<file path="config.mk">
export PLATFORM = sky130hd
export DESIGN_NAME = handshake_constant_seq
export DESIGN_NICKNAME = d
export VERILOG_FILES = /design/src/rtl/handshake_constant_seq.sv
export SDC_FILE = /design/constraint.sdc
export NUM_CORES = 1
export LEC_CHECK = 0
export BUFFER_PORTS_ARGS = -buffer_cell sky130_fd_sc_hd__buf_2
export CAP_MARGIN = 10
export CORE_MARGIN = 3
export CORE_UTILIZATION = 32
export DETAILED_ROUTE_END_ITERATION = 12
export PLACE_DENSITY = 0.76
export SLEW_MARGIN = 5
export SYNTH_ARGS = -nofsm -noshare
export SYNTH_HDL_FRONTEND = slang
export SYNTH_SLANG_ARGS = --single-unit
</file>
<file path="constraint.sdc">
create_clock -name clk -period 1 [get_ports clk]
set_input_delay 0.05 -clock clk [delete_from_list [all_inputs] [get_ports clk]]
set_output_delay 0.05 -clock clk [all_outputs]
set_load 0.05 [all_outputs]
</file>
<file path="src/rtl/handshake_constant_seq.sv">
// handshake_constant_seq: emits successive entries of a constant table, one per accepted control token.
// Define HANDSHAKE_CONSTANT_SEQ_SKID_EN to add a skid entry and register ctrl_ready.
module handshake_constant_seq #(
    parameter int DATA_WIDTH = 32,
    parameter int DEPTH = 4,
    parameter logic [DATA_WIDTH*DEPTH-1:0] TABLE = '0,
    parameter bit WRAP = 1'b1,
    localparam int IDX_W = DEPTH > 1 ? $clog2(DEPTH) : 1
) (
    input  logic                  clk,
    input  logic                  rst,
    input  logic                  ctrl_valid,
    output logic                  ctrl_ready,
    input  logic                  rewind,
    output logic [DATA_WIDTH-1:0] outs,
    output logic [IDX_W-1:0]      outs_idx,
    output logic                  outs_valid,
    input  logic                  outs_ready
);
    logic [IDX_W-1:0] idx, sel, nxt;
    logic [DATA_WIDTH-1:0] entries [DEPTH];
    logic fire;
    for (genvar k = 0; k < DEPTH; k++) begin : g_tab
        assign entries[k] = TABLE[k*DATA_WIDTH +: DATA_WIDTH];
    end
    assign fire = ctrl_valid && ctrl_ready;
    always_comb begin
        sel = rewind ? '0 : idx;
        nxt = sel == IDX_W'(DEPTH - 1) ? (WRAP ? '0 : sel) : sel + 1'b1;
    end
`ifdef HANDSHAKE_CONSTANT_SEQ_SKID_EN
    logic [DATA_WIDTH-1:0] skid;
    logic [IDX_W-1:0] skid_idx;
    logic skid_full;
    assign ctrl_ready = !skid_full;
    always_ff @(posedge clk) begin
        if (rst) begin
            outs       <= '0;
            outs_idx   <= '0;
            outs_valid <= 1'b0;
            idx        <= '0;
            skid       <= '0;
            skid_idx   <= '0;
            skid_full  <= 1'b0;
        end else begin
            if (fire)
                idx <= nxt;
            if (skid_full) begin
                if (outs_ready) begin
                    outs      <= skid;
                    outs_idx  <= skid_idx;
                    skid_full <= 1'b0;
                end
            end else if (fire && outs_valid && !outs_ready) begin
                skid      <= entries[sel];
                skid_idx  <= sel;
                skid_full <= 1'b1;
            end else if (fire) begin
                outs       <= entries[sel];
                outs_idx   <= sel;
                outs_valid <= 1'b1;
            end else if (outs_ready)
                outs_valid <= 1'b0;
        end
    end
`else
    assign ctrl_ready = !outs_valid || outs_ready;
    always_ff @(posedge clk) begin
        if (rst) begin
            outs       <= '0;
            outs_idx   <= '0;
            outs_valid <= 1'b0;
            idx        <= '0;
        end else if (fire) begin
            outs       <= entries[sel];
            outs_idx   <= sel;
            outs_valid <= 1'b1;
            idx        <= nxt;
        end else if (outs_ready)
            outs_valid <= 1'b0;
    end
`endif
endmodule
</file>
==> run summary <==
The logs give 9.611 ps for the worst-case setup slack after placement and 1 for the setup-violating endpoint count in the final report. Dividing the final minimum period by the clock period gives 100.4%. Dividing the detail-routed via count by the number of cells gives 3.687. The die is 43.62 µm tall. The category of the most critical setup path is flop to primary output. The number of nets in the layout was 75; the hold violation count in the final report was 0. The logs give 2 for the maximum number of buffers from clock root to sink and 234 for the via count of the first global-routing pass. Peak supply drop: 0.0007731 V. Setup repair after global routing could not meet its margin everywhere. The cell family with the largest share of critical-path delay was flip-flops. The worst setup path is launched from a flop.

TritonCTS built the clock tree. Once detailed placement completed, the half-perimeter wirelength came to 540.6 µm. The tools report the Yosys warning count as 0. The fraction of post-synthesis cell area in the top cell type by area is 53.04%, and the count of input and output buffers is 8. For this block, the via count after detailed routing is 306. The achievable frequency was 996.4 MHz; the share of the synthesized area in compound gates (AO/OA/AOI/OAI) was 9.945%. The critical path goes through nor2b_4, inv_6, buf_8. The run gives 0 as the max-slew violation count. The flow ran to the end, but the final reports show violations.

Power spread over the standard cell area amounts to 1730 nW/µm². The floorplan has 12 rows. The final layout contains routed wiring with a total length of 673 µm. After detailed routing, the number of remaining DRC violations is 0. For flop-to-flop paths, the worst setup slack is 20 ps.

For the antenna diode instance count, the log shows 0. The tools report the endpoint class of the critical path as a primary output. Clock tree synthesis selected as its root buffer the cell sky130_fd_sc_hd__clkbuf_4. The final setup TNS is -3.657 ps, and the total design power is 0.7989 mW. The post-synth design cell area came out at 452.9 µm².

Initial antenna violation count: 0. The slowest cell on the critical path is sky130_fd_sc_hd__dfxtp_4. The tightest min-delay check is of the input pin to flop type. The maximum number of pins on one net before global-route repair was 6; the count of fill cells added during filler insertion was 135. Counting every sink on the clock net gives 5. The number of violations reported at the end of detailed-routing iteration 0 was 7. At the worst endpoint, the arrival time is 950 ps. The initial utilization of the core area, before any placement, comes to 37.24%. The sequential cells in the finished layout cover a total of 103.9 µm². From left edge to right edge, the die measures 43.62 µm. The tool flagged a number of max-cap violations equal to 0. TritonCTS created 3 clock buffers. The detail route stage leaves a number of antenna-violating nets equal to 0.

Sequential cells were found to cover 22.10% of the synthesized design area. The global route total overflow was 0; the global routing usage summed across all routing layers was 6.951%. After synthesis, the cell types taking the most area are sky130_fd_sc_hd__buf_4 53%, sky130_fd_sc_hd__dfxtp_1 22%, sky130_fd_sc_hd__a21oi_1 4.4%. The area inside the core boundary is 1216 µm², and the instance area after placement is 395.4 µm². The first global-routing pass estimated 938 µm of wire. The die covers 1903 µm². The logs give 950 ps for the required time at the worst-slack endpoint and 110.3 ps for the hold slack.

The area growth from synthesis to layout is 1.934%. The later pin in the worst-skew pair is clocked with a latency of 240 ps. For the finished layout, the period the worst path requires is 1004 ps.

The tools report the post-layout instance area as 461.7 µm². The cell count after placement is 76, and the xor/xnor cell area share of the yosys netlist is 0%. The largest clock skew in the final design is 8.435 ps. The count of pins on the block boundary is 41, and the total number of H-tree levels is 1. Routability-driven placement finished with a final weighted congestion of 0.7362.

The clock slew seen by the registers of the worst setup and hold paths is 50 ps. The detail-routed net length per standard cell is 8.108 µm, and the fraction of synthesized area in multiplexers is 0%. The worst stage delay on the critical path was 330 ps. The mean cell area of the mapped netlist works out to 8.235 µm². The count of state elements after synthesis works out to 5. Synthesis handed over a netlist of 55 instances.

The final reports fail on negative setup slack. Cells fill 37.96% of the core in the end. The leading area contributor after synthesis was sky130_fd_sc_hd__buf_4.

The number of buffer and inverter stages on the critical path came out at 2. Area share of fa/ha/maj cells after synthesis: 0%. The largest family of logic cells by synthesized area was buffers and inverters. Of the cells placed in the final design, the portion with a size suffix greater than 1 is 24.64%. In this run the worst path has a maximum fanout of 5. The run gives 4 as the number of detailed-route iterations in the first pass.

Once layout is complete, the cells apart from fillers number 83. The final critical-path setup slack was -3.657 ps; the unique cell type count in the Yosys netlist was 15. After Yosys synthesis, and, or, nand and nor cells account for 12.43% of the synthesized area. Area taken by multi-input logic gates: 226.5 µm². In this run the static leakage power is 0.2528 nW.
-- what timing repair did --
action,in CTS,in global routing
pin swaps,2,1
resized for setup,4,2
endpoints found under the setup margin,2,5
hold endpoints to repair,1,0
hold buffers,1,0
buffers inserted,2,0
-- worst min-delay path, stage by stage --
cell                      delay (ps)
sky130_fd_sc_hd__buf_2           130
sky130_fd_sc_hd__nand3_1          70
sky130_fd_sc_hd__a21oi_1          60
-- cell families after synthesis --
group,Yosys count
AO/OA/AOI/OAI,8
buffers and inverters,34
flip-flops,5
other,1
AND/OR/NAND/NOR,7
-- layer usage --
layer | routed length (µm) | up-vias | part of all wire (%) | track usage (%)
met5 | 0 | - | 0 | 0
met3 | 121 | 2 | 18 | 6.639
li1 | - | 143 | - | -
met1 | 205 | 134 | 30 | 6.127
met4 | 6 | 0 | 0.89 | 3.614
met2 | 339 | 27 | 50 | 10.47
-- cell usage in the layout, fill, tap and decap left out --
cell / n
sky130_fd_sc_hd__nand3_1: 1
sky130_fd_sc_hd__clkbuf_4: 3
sky130_fd_sc_hd__buf_4: 2
sky130_fd_sc_hd__a21o_1: 1
sky130_fd_sc_hd__dfxtp_1: 4
sky130_fd_sc_hd__and3b_1: 1
sky130_fd_sc_hd__conb_1: 32
sky130_fd_sc_hd__dfxtp_4: 1
sky130_fd_sc_hd__a21oi_1: 4
sky130_fd_sc_hd__buf_2: 7
sky130_fd_sc_hd__o21ai_1: 2
sky130_fd_sc_hd__inv_1: 1
sky130_fd_sc_hd__nor2b_4: 1
sky130_fd_sc_hd__dlygate4sd3_1: 1
sky130_fd_sc_hd__clkbuf_1: 1
sky130_fd_sc_hd__nand4b_1: 2
sky130_fd_sc_hd__nor2_1: 1
sky130_fd_sc_hd__buf_8: 1
sky130_fd_sc_hd__inv_6: 1
sky130_fd_sc_hd__nor3b_1: 1
sky130_fd_sc_hd__o31ai_2: 1
-- cell type report --
cell class	count	share of cell area (%)
tap	14	3.794
multi-input combinational	47	49.05
clock buffer	4	5.691
inverter	2	2.710
timing repair buffer	11	16.26
sequential	5	22.49
-- cell usage after synthesis --
library cell / instances
sky130_fd_sc_hd__inv_2: 1
sky130_fd_sc_hd__nor2b_4: 1
sky130_fd_sc_hd__a21oi_1: 4
sky130_fd_sc_hd__nor3b_1: 1
sky130_fd_sc_hd__nand3_1: 1
sky130_fd_sc_hd__dfxtp_1: 5
sky130_fd_sc_hd__o21ai_0: 2
sky130_fd_sc_hd__buf_4: 32
sky130_fd_sc_hd__conb_1: 1
sky130_fd_sc_hd__inv_1: 1
sky130_fd_sc_hd__a21o_1: 1
sky130_fd_sc_hd__and3b_1: 1
sky130_fd_sc_hd__nor2_1: 1
sky130_fd_sc_hd__nand4b_1: 2
sky130_fd_sc_hd__o31ai_1: 1
-- flip-flops by register name, indices dropped and copies added, names as in the netlist --
| register | cells |
|---|---|
| outs_idx | 2 |
| outs_valid | 1 |
| idx | 2 |
-- path summary, 6_finish.rpt --
check | startpoint | endpoint | cells after the start
worst max register to register | outs_valid | idx[1] | 4
worst min-delay path | ctrl_valid | idx[1] | 3
worst max-delay path | outs_valid | ctrl_ready | 3
worst min register to register | outs_idx[1] | outs_idx[1] | 2
-- power breakdown --
part           switching [mW]  internal, mW  leakage, nW  total, mW
combinational           0.312        0.0366        0.196      0.349
clock                  0.0845         0.151       0.0150      0.235
sequential            0.00634         0.208       0.0415      0.215
No activity file was read; power rests on OpenSTA's default activity.
